==> config.mk <==
export PLATFORM = sky130hd
export DESIGN_NAME = event_decoder_level_0_flat
export DESIGN_NICKNAME = d
export VERILOG_FILES = /design/src/rtl/event_decoder_level_0_pkg.sv /design/src/rtl/event_decoder_level_0_if.sv /design/src/rtl/event_decoder_level_0_event_fifo.sv /design/src/rtl/event_decoder_level_0.sv /design/src/flat_wrapper.sv
export SDC_FILE = /design/constraint.sdc
export NUM_CORES = 1
export LEC_CHECK = 0
export CORE_MARGIN = 1
export CORE_UTILIZATION = 29
export DETAILED_ROUTE_END_ITERATION = 16
export PLACE_DENSITY = 0.55
export SLEW_MARGIN = 30
export SYNTH_ARGS = -nofsm -noshare
export SYNTH_HDL_FRONTEND = slang
export SYNTH_SLANG_ARGS = --single-unit
==> constraint.sdc <==
create_clock -name clk_i -period 5.45 [get_ports clk_i]
set_input_delay 0.8175 -clock clk_i [delete_from_list [all_inputs] [get_ports clk_i]]
set_output_delay 0.8175 -clock clk_i [all_outputs]
set_load 0.1 [all_outputs]
==> src/rtl/event_decoder_level_0_pkg.sv <==
// Shared types and constants for the level-0 event decoder.
package event_decoder_level_0_pkg;

  localparam int DIM            = 4;
  localparam int ADDR_W         = 2;
  localparam int EV_W           = 2 * ADDR_W;
  localparam int FIFO_DEPTH_DEF = 4;

  typedef enum logic [1:0] {
    IDLE     = 2'd0,
    CAPTURE  = 2'd1,
    ACK_WAIT = 2'd2
  } state_t;

  // Pixel grid, indexed [row][col]
  typedef logic [DIM-1:0][DIM-1:0] grid_t;

  // One-hot grid with a single bit set at [row][col]
  function automatic grid_t grid_onehot(input logic [ADDR_W-1:0] row,
                                        input logic [ADDR_W-1:0] col);
    grid_t g;
    g           = '0;
    g[row][col] = 1'b1;
    return g;
  endfunction

endpackage

==> src/rtl/event_decoder_level_0_if.sv <==
// Arbiter handshake and buffered event stream of the level-0 decoder.
interface event_decoder_level_0_if;
  import event_decoder_level_0_pkg::*;

  logic              req_i;
  logic [ADDR_W-1:0] x_add_i;
  logic [ADDR_W-1:0] y_add_i;
  logic              ack_o;
  logic              ev_valid_o;
  logic              ev_ready_i;
  logic [ADDR_W-1:0] ev_x_o;
  logic [ADDR_W-1:0] ev_y_o;

  // Decoder side
  modport slave (
    input  req_i, x_add_i, y_add_i, ev_ready_i,
    output ack_o, ev_valid_o, ev_x_o, ev_y_o
  );

  // Arbiter / event consumer side
  modport master (
    output req_i, x_add_i, y_add_i, ev_ready_i,
    input  ack_o, ev_valid_o, ev_x_o, ev_y_o
  );

endinterface

==> src/rtl/event_decoder_level_0_event_fifo.sv <==
// Synchronous FIFO; push is honoured when full if a pop happens in the same cycle.
module event_fifo #(
  parameter int DEPTH = 4,
  parameter int WIDTH = 4
) (
  input  logic             clk_i,
  input  logic             reset_i,
  input  logic             push_i,
  input  logic             pop_i,
  input  logic [WIDTH-1:0] data_i,
  output logic [WIDTH-1:0] data_o,
  output logic             full_o,
  output logic             empty_o
);

  localparam int PTR_W = (DEPTH > 2) ? $clog2(DEPTH) : 1;

  logic [WIDTH-1:0] r_mem [DEPTH];
  logic [PTR_W-1:0] r_wptr;
  logic [PTR_W-1:0] r_rptr;
  logic [PTR_W:0]   r_count;
  logic             w_do_push;
  logic             w_do_pop;

  assign empty_o   = (r_count == (PTR_W + 1)'(0));
  assign full_o    = (r_count == (PTR_W + 1)'(DEPTH));
  assign w_do_pop  = pop_i & ~empty_o;
  assign w_do_push = push_i & (~full_o | w_do_pop);
  // Head entry is masked to zero when empty so outputs read zero after reset
  assign data_o    = empty_o ? {WIDTH{1'b0}} : r_mem[r_rptr];

  // Storage write; contents are don't-care until pointed at by a valid entry
  always_ff @(posedge clk_i) begin
    if (w_do_push) begin
      r_mem[r_wptr] <= data_i;
    end
  end

  // Pointers (depth is a power of two, so they wrap naturally) and occupancy
  always_ff @(posedge clk_i) begin
    if (reset_i) begin
      r_wptr  <= '0;
      r_rptr  <= '0;
      r_count <= '0;
    end else begin
      if (w_do_push) r_wptr <= r_wptr + PTR_W'(1);
      else           r_wptr <= r_wptr;
      if (w_do_pop)  r_rptr <= r_rptr + PTR_W'(1);
      else           r_rptr <= r_rptr;
      case ({w_do_push, w_do_pop})
        2'b10:   r_count <= r_count + (PTR_W + 1)'(1);
        2'b01:   r_count <= r_count - (PTR_W + 1)'(1);
        default: r_count <= r_count;
      endcase
    end
  end

endmodule

==> src/rtl/event_decoder_level_0.sv <==
// Level-0 event decoder: 4-phase arbiter handshake, pixel clear, frame bitmap,
// buffered event stream and saturating event counter.
module event_decoder_level_0
  import event_decoder_level_0_pkg::*;
#(
  parameter int FIFO_DEPTH = FIFO_DEPTH_DEF
) (
  input  logic                          clk_i,
  input  logic                          reset_i,
  event_decoder_level_0_if.slave        bus,
  output grid_t                         clr_o,
  output grid_t                         frame_o,
  input  logic                          frame_rd_i,
  output logic                          fifo_full_o,
  output logic [7:0]                    ev_count_o
);

  state_t            r_state;
  state_t            w_state_nxt;
  logic [ADDR_W-1:0] r_hold_x;
  logic [ADDR_W-1:0] r_hold_y;
  logic              r_ack;
  grid_t             r_clr;
  grid_t             r_frame;
  logic [7:0]        r_count;
  logic              w_accept;
  logic              w_capture;
  logic              w_ack_nxt;
  logic              w_fifo_full;
  logic              w_fifo_empty;
  logic [EV_W-1:0]   w_fifo_dout;

  // State register
  always_ff @(posedge clk_i) begin
    if (reset_i) r_state <= IDLE;
    else         r_state <= w_state_nxt;
  end

  // Next-state logic; a request is only taken when the buffer has room
  always_comb begin
    w_state_nxt = IDLE;
    case (r_state)
      IDLE: begin
        if (bus.req_i && !w_fifo_full) w_state_nxt = CAPTURE;
        else                           w_state_nxt = IDLE;
      end
      CAPTURE: begin
        w_state_nxt = ACK_WAIT;
      end
      ACK_WAIT: begin
        if (bus.req_i) w_state_nxt = ACK_WAIT;
        else           w_state_nxt = IDLE;
      end
      default: begin
        w_state_nxt = IDLE;
      end
    endcase
  end

  // Output decode: accept strobe, capture strobe and next acknowledge value
  always_comb begin
    w_accept  = 1'b0;
    w_capture = 1'b0;
    case (r_state)
      IDLE:     w_accept  = (w_state_nxt == CAPTURE);
      CAPTURE:  w_capture = 1'b1;
      ACK_WAIT: w_capture = 1'b0;
      default:  w_capture = 1'b0;
    endcase
    w_ack_nxt = (w_state_nxt == ACK_WAIT);
  end

  // Holding register, registered ack and one-cycle clear pulse aligned with CAPTURE
  always_ff @(posedge clk_i) begin
    if (reset_i) begin
      r_hold_x <= '0;
      r_hold_y <= '0;
      r_ack    <= 1'b0;
      r_clr    <= '0;
    end else begin
      r_ack <= w_ack_nxt;
      if (w_accept) begin
        r_hold_x <= bus.x_add_i;
        r_hold_y <= bus.y_add_i;
        r_clr    <= grid_onehot(bus.x_add_i, bus.y_add_i);
      end else begin
        r_hold_x <= r_hold_x;
        r_hold_y <= r_hold_y;
        r_clr    <= '0;
      end
    end
  end

  // Frame bitmap; a capture in the same cycle as a read survives the clear
  always_ff @(posedge clk_i) begin
    if (reset_i) begin
      r_frame <= '0;
    end else begin
      r_frame <= (frame_rd_i ? grid_t'('0) : r_frame) |
                 (w_capture ? grid_onehot(r_hold_x, r_hold_y) : grid_t'('0));
    end
  end

  // Saturating accepted-event counter
  always_ff @(posedge clk_i) begin
    if (reset_i)                                 r_count <= 8'd0;
    else if (w_capture && (r_count != 8'd255))   r_count <= r_count + 8'd1;
    else                                         r_count <= r_count;
  end

  event_fifo #(
    .DEPTH (FIFO_DEPTH),
    .WIDTH (EV_W)
  ) u_fifo (
    .clk_i   (clk_i),
    .reset_i (reset_i),
    .push_i  (w_capture),
    .pop_i   (bus.ev_ready_i),
    .data_i  ({r_hold_x, r_hold_y}),
    .data_o  (w_fifo_dout),
    .full_o  (w_fifo_full),
    .empty_o (w_fifo_empty)
  );

  assign bus.ack_o      = r_ack;
  assign bus.ev_valid_o = ~w_fifo_empty;
  assign bus.ev_x_o     = w_fifo_dout[EV_W-1:ADDR_W];
  assign bus.ev_y_o     = w_fifo_dout[ADDR_W-1:0];
  assign clr_o          = r_clr;
  assign frame_o        = r_frame;
  assign fifo_full_o    = w_fifo_full;
  assign ev_count_o     = r_count;

endmodule

==> src/flat_wrapper.sv <==
// flat-port wrapper written by rule: the top's interface ports become plain ports
module event_decoder_level_0_flat import event_decoder_level_0_pkg::*;
#(
  parameter int FIFO_DEPTH = FIFO_DEPTH_DEF
)
  (clk_i, reset_i, clr_o, frame_o, frame_rd_i, fifo_full_o, ev_count_o, bus_req_i, bus_x_add_i, bus_y_add_i, bus_ev_ready_i, bus_ack_o, bus_ev_valid_o, bus_ev_x_o, bus_ev_y_o);
  event_decoder_level_0_if bus_i ();
  input  logic clk_i;
  input  logic reset_i;
  output grid_t clr_o;
  output grid_t frame_o;
  input  logic frame_rd_i;
  output logic fifo_full_o;
  output logic [7:0] ev_count_o;
  input wire logic [$bits(bus_i.req_i)-1:0] bus_req_i;
  input wire logic [$bits(bus_i.x_add_i)-1:0] bus_x_add_i;
  input wire logic [$bits(bus_i.y_add_i)-1:0] bus_y_add_i;
  input wire logic [$bits(bus_i.ev_ready_i)-1:0] bus_ev_ready_i;
  output wire logic [$bits(bus_i.ack_o)-1:0] bus_ack_o;
  output wire logic [$bits(bus_i.ev_valid_o)-1:0] bus_ev_valid_o;
  output wire logic [$bits(bus_i.ev_x_o)-1:0] bus_ev_x_o;
  output wire logic [$bits(bus_i.ev_y_o)-1:0] bus_ev_y_o;
  assign bus_i.req_i = bus_req_i;
  assign bus_i.x_add_i = bus_x_add_i;
  assign bus_i.y_add_i = bus_y_add_i;
  assign bus_i.ev_ready_i = bus_ev_ready_i;
  assign bus_ack_o = bus_i.ack_o;
  assign bus_ev_valid_o = bus_i.ev_valid_o;
  assign bus_ev_x_o = bus_i.ev_x_o;
  assign bus_ev_y_o = bus_i.ev_y_o;
  event_decoder_level_0 #(.FIFO_DEPTH(FIFO_DEPTH)) u_core (.clk_i(clk_i), .reset_i(reset_i), .bus(bus_i), .clr_o(clr_o), .frame_o(frame_o), .frame_rd_i(frame_rd_i), .fifo_full_o(fifo_full_o), .ev_count_o(ev_count_o));
endmodule
Yosys cells after proc, flatten, opt, wreduce, memory -nomap -nowiden
Memory sizes are Yosys's and may differ from the RTL's. A register that Yosys moved wholly into a read port is not among the register bits.
Index checks and enable logic that the tools add are counted.
{"block": "op_classes", "reduce_logical": 11, "order_cmp": 8, "n_addsub": 5, "n_eq_ne": 8, "n_mux": 21, "bitwise_logic": 7}
{"op": "16-bit two-way mux", "n": 2}
{"op": "4-bit demux with 2-bit select", "n": 2}
{"op": "16-bit bitwise OR", "n": 1}
{"op": "2-bit by 3-bit < comparator with 1-bit output, second input constant", "n": 4}
{"op": "4-bit two-way mux", "n": 3}
{"op": "8-bit by 1-bit adder with 8-bit output, second input constant", "n": 1}
{"op": "2-bit by 1-bit greater-or-equal comparator with 1-bit output, second input constant", "n": 4}
{"op": "8-bit inequality test, second input constant", "n": 1}
{"op": "1-bit two-way mux", "n": 7}
{"op": "2-bit by 1-bit equality test with 1-bit output, second input constant", "n": 3}
{"op": "2-bit equality test, second input constant", "n": 3}
{"op": "1-bit logical AND", "n": 6}
{"op": "2-bit two-way mux", "n": 3}
{"op": "2-bit one-hot mux with 3 select lines", "n": 1}
{"op": "3-bit one-hot mux with 2 select lines", "n": 1}
{"op": "2-bit by 1-bit adder with 2-bit output, second input constant", "n": 2}
{"op": "1-bit demux with 2-bit select", "n": 2}
{"op": "3-bit by 1-bit adder with 3-bit output, second input constant", "n": 1}
{"op": "3-bit equality test, second input constant", "n": 1}
{"op": "3-bit logical NOT", "n": 1}
{"op": "1-bit inverter", "n": 3}
{"op": "3-bit by 1-bit subtractor with 3-bit output, second input constant", "n": 1}
{"op": "1-bit AND", "n": 2}
{"op": "2-bit logical NOT", "n": 1}
{"op": "other kinds (4)", "n": 4}
{"block": "word_totals", "mem_count": 1, "ram_bits": 16, "word_cells": 77, "inputBits": 9, "out_inout_bits": 47, "reg_bits": 54}
{"memory": "u_core.u_fifo.r_mem", "words": 4, "width": 4, "rd": 1, "rd_clocked_by_memory_dff": 1, "wr": 1, "line": "event_decoder_level_0_event_fifo.sv:18", "source": "logic [WIDTH-1:0] r_mem [DEPTH];"}

Longest topological paths before layout
{"block": "logic_depth", "ltp_word": 9, "mapped_depth": 10, "ltp_nobuf": 9}

Modules after synthesis
From an unflattened synthesis, not the netlist that was laid out.
{"block": "hier_totals", "hier_cells": 250, "area_unflattened_um2": 2767.7}
{"module": "event_decoder_level_0", "n_inst": 1, "seq_area_each_um2": 940.9, "area_per_inst_um2": 1661.6, "cells_per_inst": 172}
{"module": "event_fifo", "n_inst": 1, "seq_area_each_um2": 660.6, "area_per_inst_um2": 1106.1, "cells_per_inst": 78}

Least setup slack after synthesis
No wires, ideal clock.
{"block": "synth_path", "kind": "register -> register", "startpoint": "register u_core.u_fifo.r_count[0]", "endpoint": "register u_core.u_fifo.r_count[2]", "slack_ns": 2.083, "path_stages_with_launch": 10, "t_arrival_ns": 3.297, "period_less_slack_ns": 3.367, "path_buffers": 0, "required_time_ns": 5.379, "setup_time_ns": 0.071, "cell_sequence": "dfxtp_1 > nor3b_2 > a21oi_1 > inv_1 > ha_1 > inv_1 > fa_1 > xor2_1 > or3_1 > a21oi_1"}
{"block": "synth_via", "word_cells_on_any_way": 13, "cone_classes": "add/sub (2); eq/ne (3); mux (1); bitwise (5); reduce/logical (2)"}
{"item": "start: declaration", "line": "event_decoder_level_0_event_fifo.sv:21", "source": "logic [PTR_W:0] r_count;"}
{"item": "start signal: assignment", "line": "event_decoder_level_0_event_fifo.sv:51", "source": "2'b10: r_count <= r_count + (PTR_W + 1)'(1);"}
{"item": "start signal: assignment", "line": "event_decoder_level_0_event_fifo.sv:52", "source": "2'b01: r_count <= r_count - (PTR_W + 1)'(1);"}
{"item": "start signal: assignment", "line": "event_decoder_level_0_event_fifo.sv:53", "source": "default: r_count <= r_count;"}
{"item": "3-bit equality test *", "line": "event_decoder_level_0_event_fifo.sv:26", "source": "assign full_o = (r_count == (PTR_W + 1)'(DEPTH));"}
{"item": "named net fifo_full_o", "line": "flat_wrapper.sv:13", "source": "output logic fifo_full_o;"}
{"item": "1-bit inverter *", "line": "event_decoder_level_0_event_fifo.sv:28", "source": "assign w_do_push = push_i & (~full_o | w_do_pop);"}
{"item": "1-bit bitwise OR *", "line": "event_decoder_level_0_event_fifo.sv:28"}
{"item": "1-bit AND *", "line": "event_decoder_level_0_event_fifo.sv:28"}
{"item": "2-bit by 1-bit equality test with 1-bit output / 2-bit equality test (equally long branches)", "line": "event_decoder_level_0_event_fifo.sv:50", "source": "case ({w_do_push, w_do_pop})"}
{"item": "3-bit one-hot mux with 2 select lines / 2-bit nonzero test (equally long branches)"}
Mark *: on every way through the listed nets, which the timed path passes. The rest lies on a longest branch.
A chain may end at the register's enable or synchronous reset.

==> metrics.yaml <==
critical_path:
  critPathKind: "reg2out"
  worstPathCellList: "mux4_2 -> and2_1 -> clkdlybuf4s50_1"
  crit_arrival_ps: 2450
  cp.required_ps: 4630
  cp-end-kind: "output port"
  cpLargestDelayFamily: "buffers and inverters"
  crit_cells: 3
  crit_buf_inv: 1
  crit_fanout: 4
  ff2ff_path_depth: 9
  slowest_delay_ps: 960
  startpoint_type: "flip-flop"
  slowest_stage: "clkdlybuf4s50_1"
grt:
  overflow: 0
  first_global_vias: 1909
  grt_pass1_wl_mm: 9.28
  grt_start_max_net_pins: 45
  globalRouteTotalUtil: 0.124
  antenna_found_initial: 0
synthesis:
  synthXorXnorAreaFrac: 0.0193
  synthMuxAreaShare: 0.0589
  yosys-top-cells-area: "dfxtp_1, edfxtp_1, nor2_1, a22oi_1, mux4_2"
  synth.distinct_cells: 36
  synth_top_area_frac: 0.412
  async_flop_share: 0
  syn-num-nets: 268
  synth_edf_count: 16
  syn_inst: 252
  synth_top_family_by_area: "simple AND/OR/NAND/NOR gates"
  synth_area_leader_cell: "dfxtp_1"
  ys_ff_latch: 72
  yosys.area_share.adder: 0.0349
  synth_simple_gate_area_frac: 0.189
  yosysSeqAreaShare: 0.589
  synth.avg_cell_area_um2: 10.8
  synthesis.area_mm2: 0.00272
  yosysWarnings: 0
  synth_ff_type: "dfxtp_1"
  synth-compound-area-share: 0.0759
clocking:
  ctsResizeCount: 0
  cts_buffer_depth: 2
  cts_tree: "done"
  htree_levels: 3
  clk_latency_ps: 350
  post_cts_buffers: 0
  numCtsBuffers: 9
  cts_hold_buffers: 0
  cts_num_sinks: 72
  cts_root_buf: "clkbuf_8"
  clk_pin_slew_worst_paths_ps: 70
final_layout:
  syn_to_final_growth_pct: 31.2
  drive_gt1_frac: 0.0831
  diodes: 0
  nNetsFinal: 324
  fin_cells: 421
  fill_cells: 870
placed_design:
  pre_cts_ws_ps: 2520
  port_buffers: 55
  place_hpwl_mm: 3.88
  dp.cells: 405
  gp_congestion: 0.768
sta:
  skew_ps: 6.19
  post-route-period-util: 0.599
  finalHoldViolCount: 0
  tightestPinTransition_ps: 1000
  fmax_mhz: 306
  slew_headroom: 0.331
  fin_crit_ps: 3270
  drv_slew: 0
  setup_slack_ps: 2180
  setup_violations: 0
  fin_setup_tns_ps: 0
  rsz0062_at_grt: "false"
routing:
  dr.pass1.iters: 4
  drt-total-wl_mm: 5.55
  routedWlPerCell_um: 13.2
  ant_nets: 0
  wl_met1_mm: 2.60
  drc: 0
  vias: 1947
  vias_per_cell: 4.62
  wl_met2_mm: 2.53
  top_layer: "met4"
  wl_met3_um: 328
  dr.first_iter.drc_count: 76
hold_path:
  hold_class: "reg2reg"
  whs_path_depth: 2
power:
  p_leak_nw: 1.26
  ir_drop_uv: 154
  powerDensity_mw_per_mm2: 397
die:
  row_count: 34
  dieArea_mm2: 0.00978
  core_region_area_mm2: 0.00889
  start_util: 0.306
  fp.dieW_um: 98.9
  dieHeight_um: 98.9
  io_pins: 56
run_status:
  status: "complete, no violations"
run:
  cap_violations: 0
-- worst register-to-register path: cells and delay by family (launching register included) --
family	cells	cell delay (ps)
xor gates and xnor gates	1	150
DFF	1	350
and+or+nand+nor	2	620
AOI/OAI and AO/OA	2	370
buffers and inverters	2	160
adders and majority gates	2	540
-- cell type report --
class	instances	area, um2	area share
Tap cell	108	135	0.0379
Inverter	11	41.3	0.0116
Timing Repair Buffer	56	553	0.155
Sequential cell	72	1600	0.449
Clock inverter	7	86.3	0.0242
Multi-Input combinational cell	158	1030	0.288
Clock buffer	9	124	0.0347
-- logic make-up (layout without fill, tap and decap cells) --
kind of cell | after synthesis | count (layout)
AO/OA/AOI/OAI | 31 | 31
adder cells (fa/ha/maj) | 7 | 7
buffers and inverters | 22 | 83
flip-flops | 72 | 72
AND/OR/NAND/NOR | 103 | 103
XOR/XNOR | 6 | 6
multiplexers | 11 | 11
-- cells in the mapped netlist (2+ instances only) --
cell type and count:
or3b_4 2, and2_1 9, or3_1 5, nand2_1 6
nand3b_1 2, nor2b_1 4, o31ai_1 2, and3_1 2
nor2_1 53, xnor2_1 2, clkbuf_1 9, edfxtp_1 16
mux2i_1 7, nor3_1 6, nor3b_1 2, nand3_1 3
nand4_1 3, a21oi_1 8, mux4_2 4, xor2_1 4
o21ai_0 4, inv_1 11, dfxtp_1 56, a32oi_1 3
a22oi_1 13, ha_1 6
-- sequential cells by signal, summed over array words and instances (netlist names), named ones only --
name	cells
u_core.u_fifo.r_wptr	2
u_core.frame_o	16
u_core.ev_count_o	8
u_core.r_hold_x	2
u_core.u_fifo.r_rptr	2
u_core.u_fifo.r_mem	16
u_core.r_hold_y	2
u_core.bus.ack_o	1
u_core.u_fifo.r_count	3
u_core.r_state	2
u_core.clr_o	16
-- final timing paths --
| kind | start | to | slack, ps |
|---|---|---|---|
| max | flip-flop | bus_ev_y_o[0] | 2180 |
| min | u_core.frame_o[7] | u_core.frame_o[7] | 490 |
| max reg2reg | u_core.u_fifo.r_count[0] | u_core.u_fifo.r_count[2] | 3180 |
| min reg2reg | u_core.frame_o[7] | u_core.frame_o[7] | 490 |
-- metrics by stage --
stage                     area, um2  utilization  hold WS [ps]  power (W)
final                          3570        0.401           489    0.00142
after global routing           3570        0.401           532    0.00148
after CTS                      3570        0.402           497    0.00143
after detailed placement       3360        0.378           479   0.000985
after global placement         3360        0.378           463   0.000982
after floorplan                2720            -           455   0.000909
-- placed cells by master, fill, tap and decap left out, types with 2 or more instances in the layout --
cell,synthesis,routed
inv_1,11,11
a32oi_1,3,3
a21oi_1,8,8
xnor2_1,2,2
edfxtp_1,16,16
a22oi_1,13,13
nor3b_1,2,2
nand3_1,3,3
and2_1,9,9
nor3_1,6,6
ha_1,6,6
xor2_1,4,4
clkinv_2,0,3
and3_1,2,2
mux4_2,4,4
or3_1,5,5
nor2_1,53,53
or3b_4,2,2
mux2i_1,7,7
o31ai_1,2,2
nand3b_1,2,2
clkdlybuf4s50_1,0,54
bufinv_16,0,2
nand4_1,3,3
nand2_1,6,6
dfxtp_1,56,56
clkbuf_8,0,9
nor2b_1,4,4
o21ai_0,4,4
-- routing by layer --
| metal | vias to the layer above | GRT usage |
|---|---|---|
| met4 | 0 | 0.0586 |
| li1 | 980 | - |
| met1 | 920 | 0.152 |
| met5 | - | 0 |
| met3 | 8 | 0.0546 |
| met2 | 39 | 0.189 |
-- power breakdown --
part | leakage (nW) | internal (W) | switching (W) | total (W)
combinational | 0.556 | 0.000109 | 0.000253 | 0.000362
clock | 0.106 | 0.000253 | 0.000192 | 0.000446
sequential | 0.601 | 0.000576 | 0.0000326 | 0.000609
(Power assumes the default switching activity.)
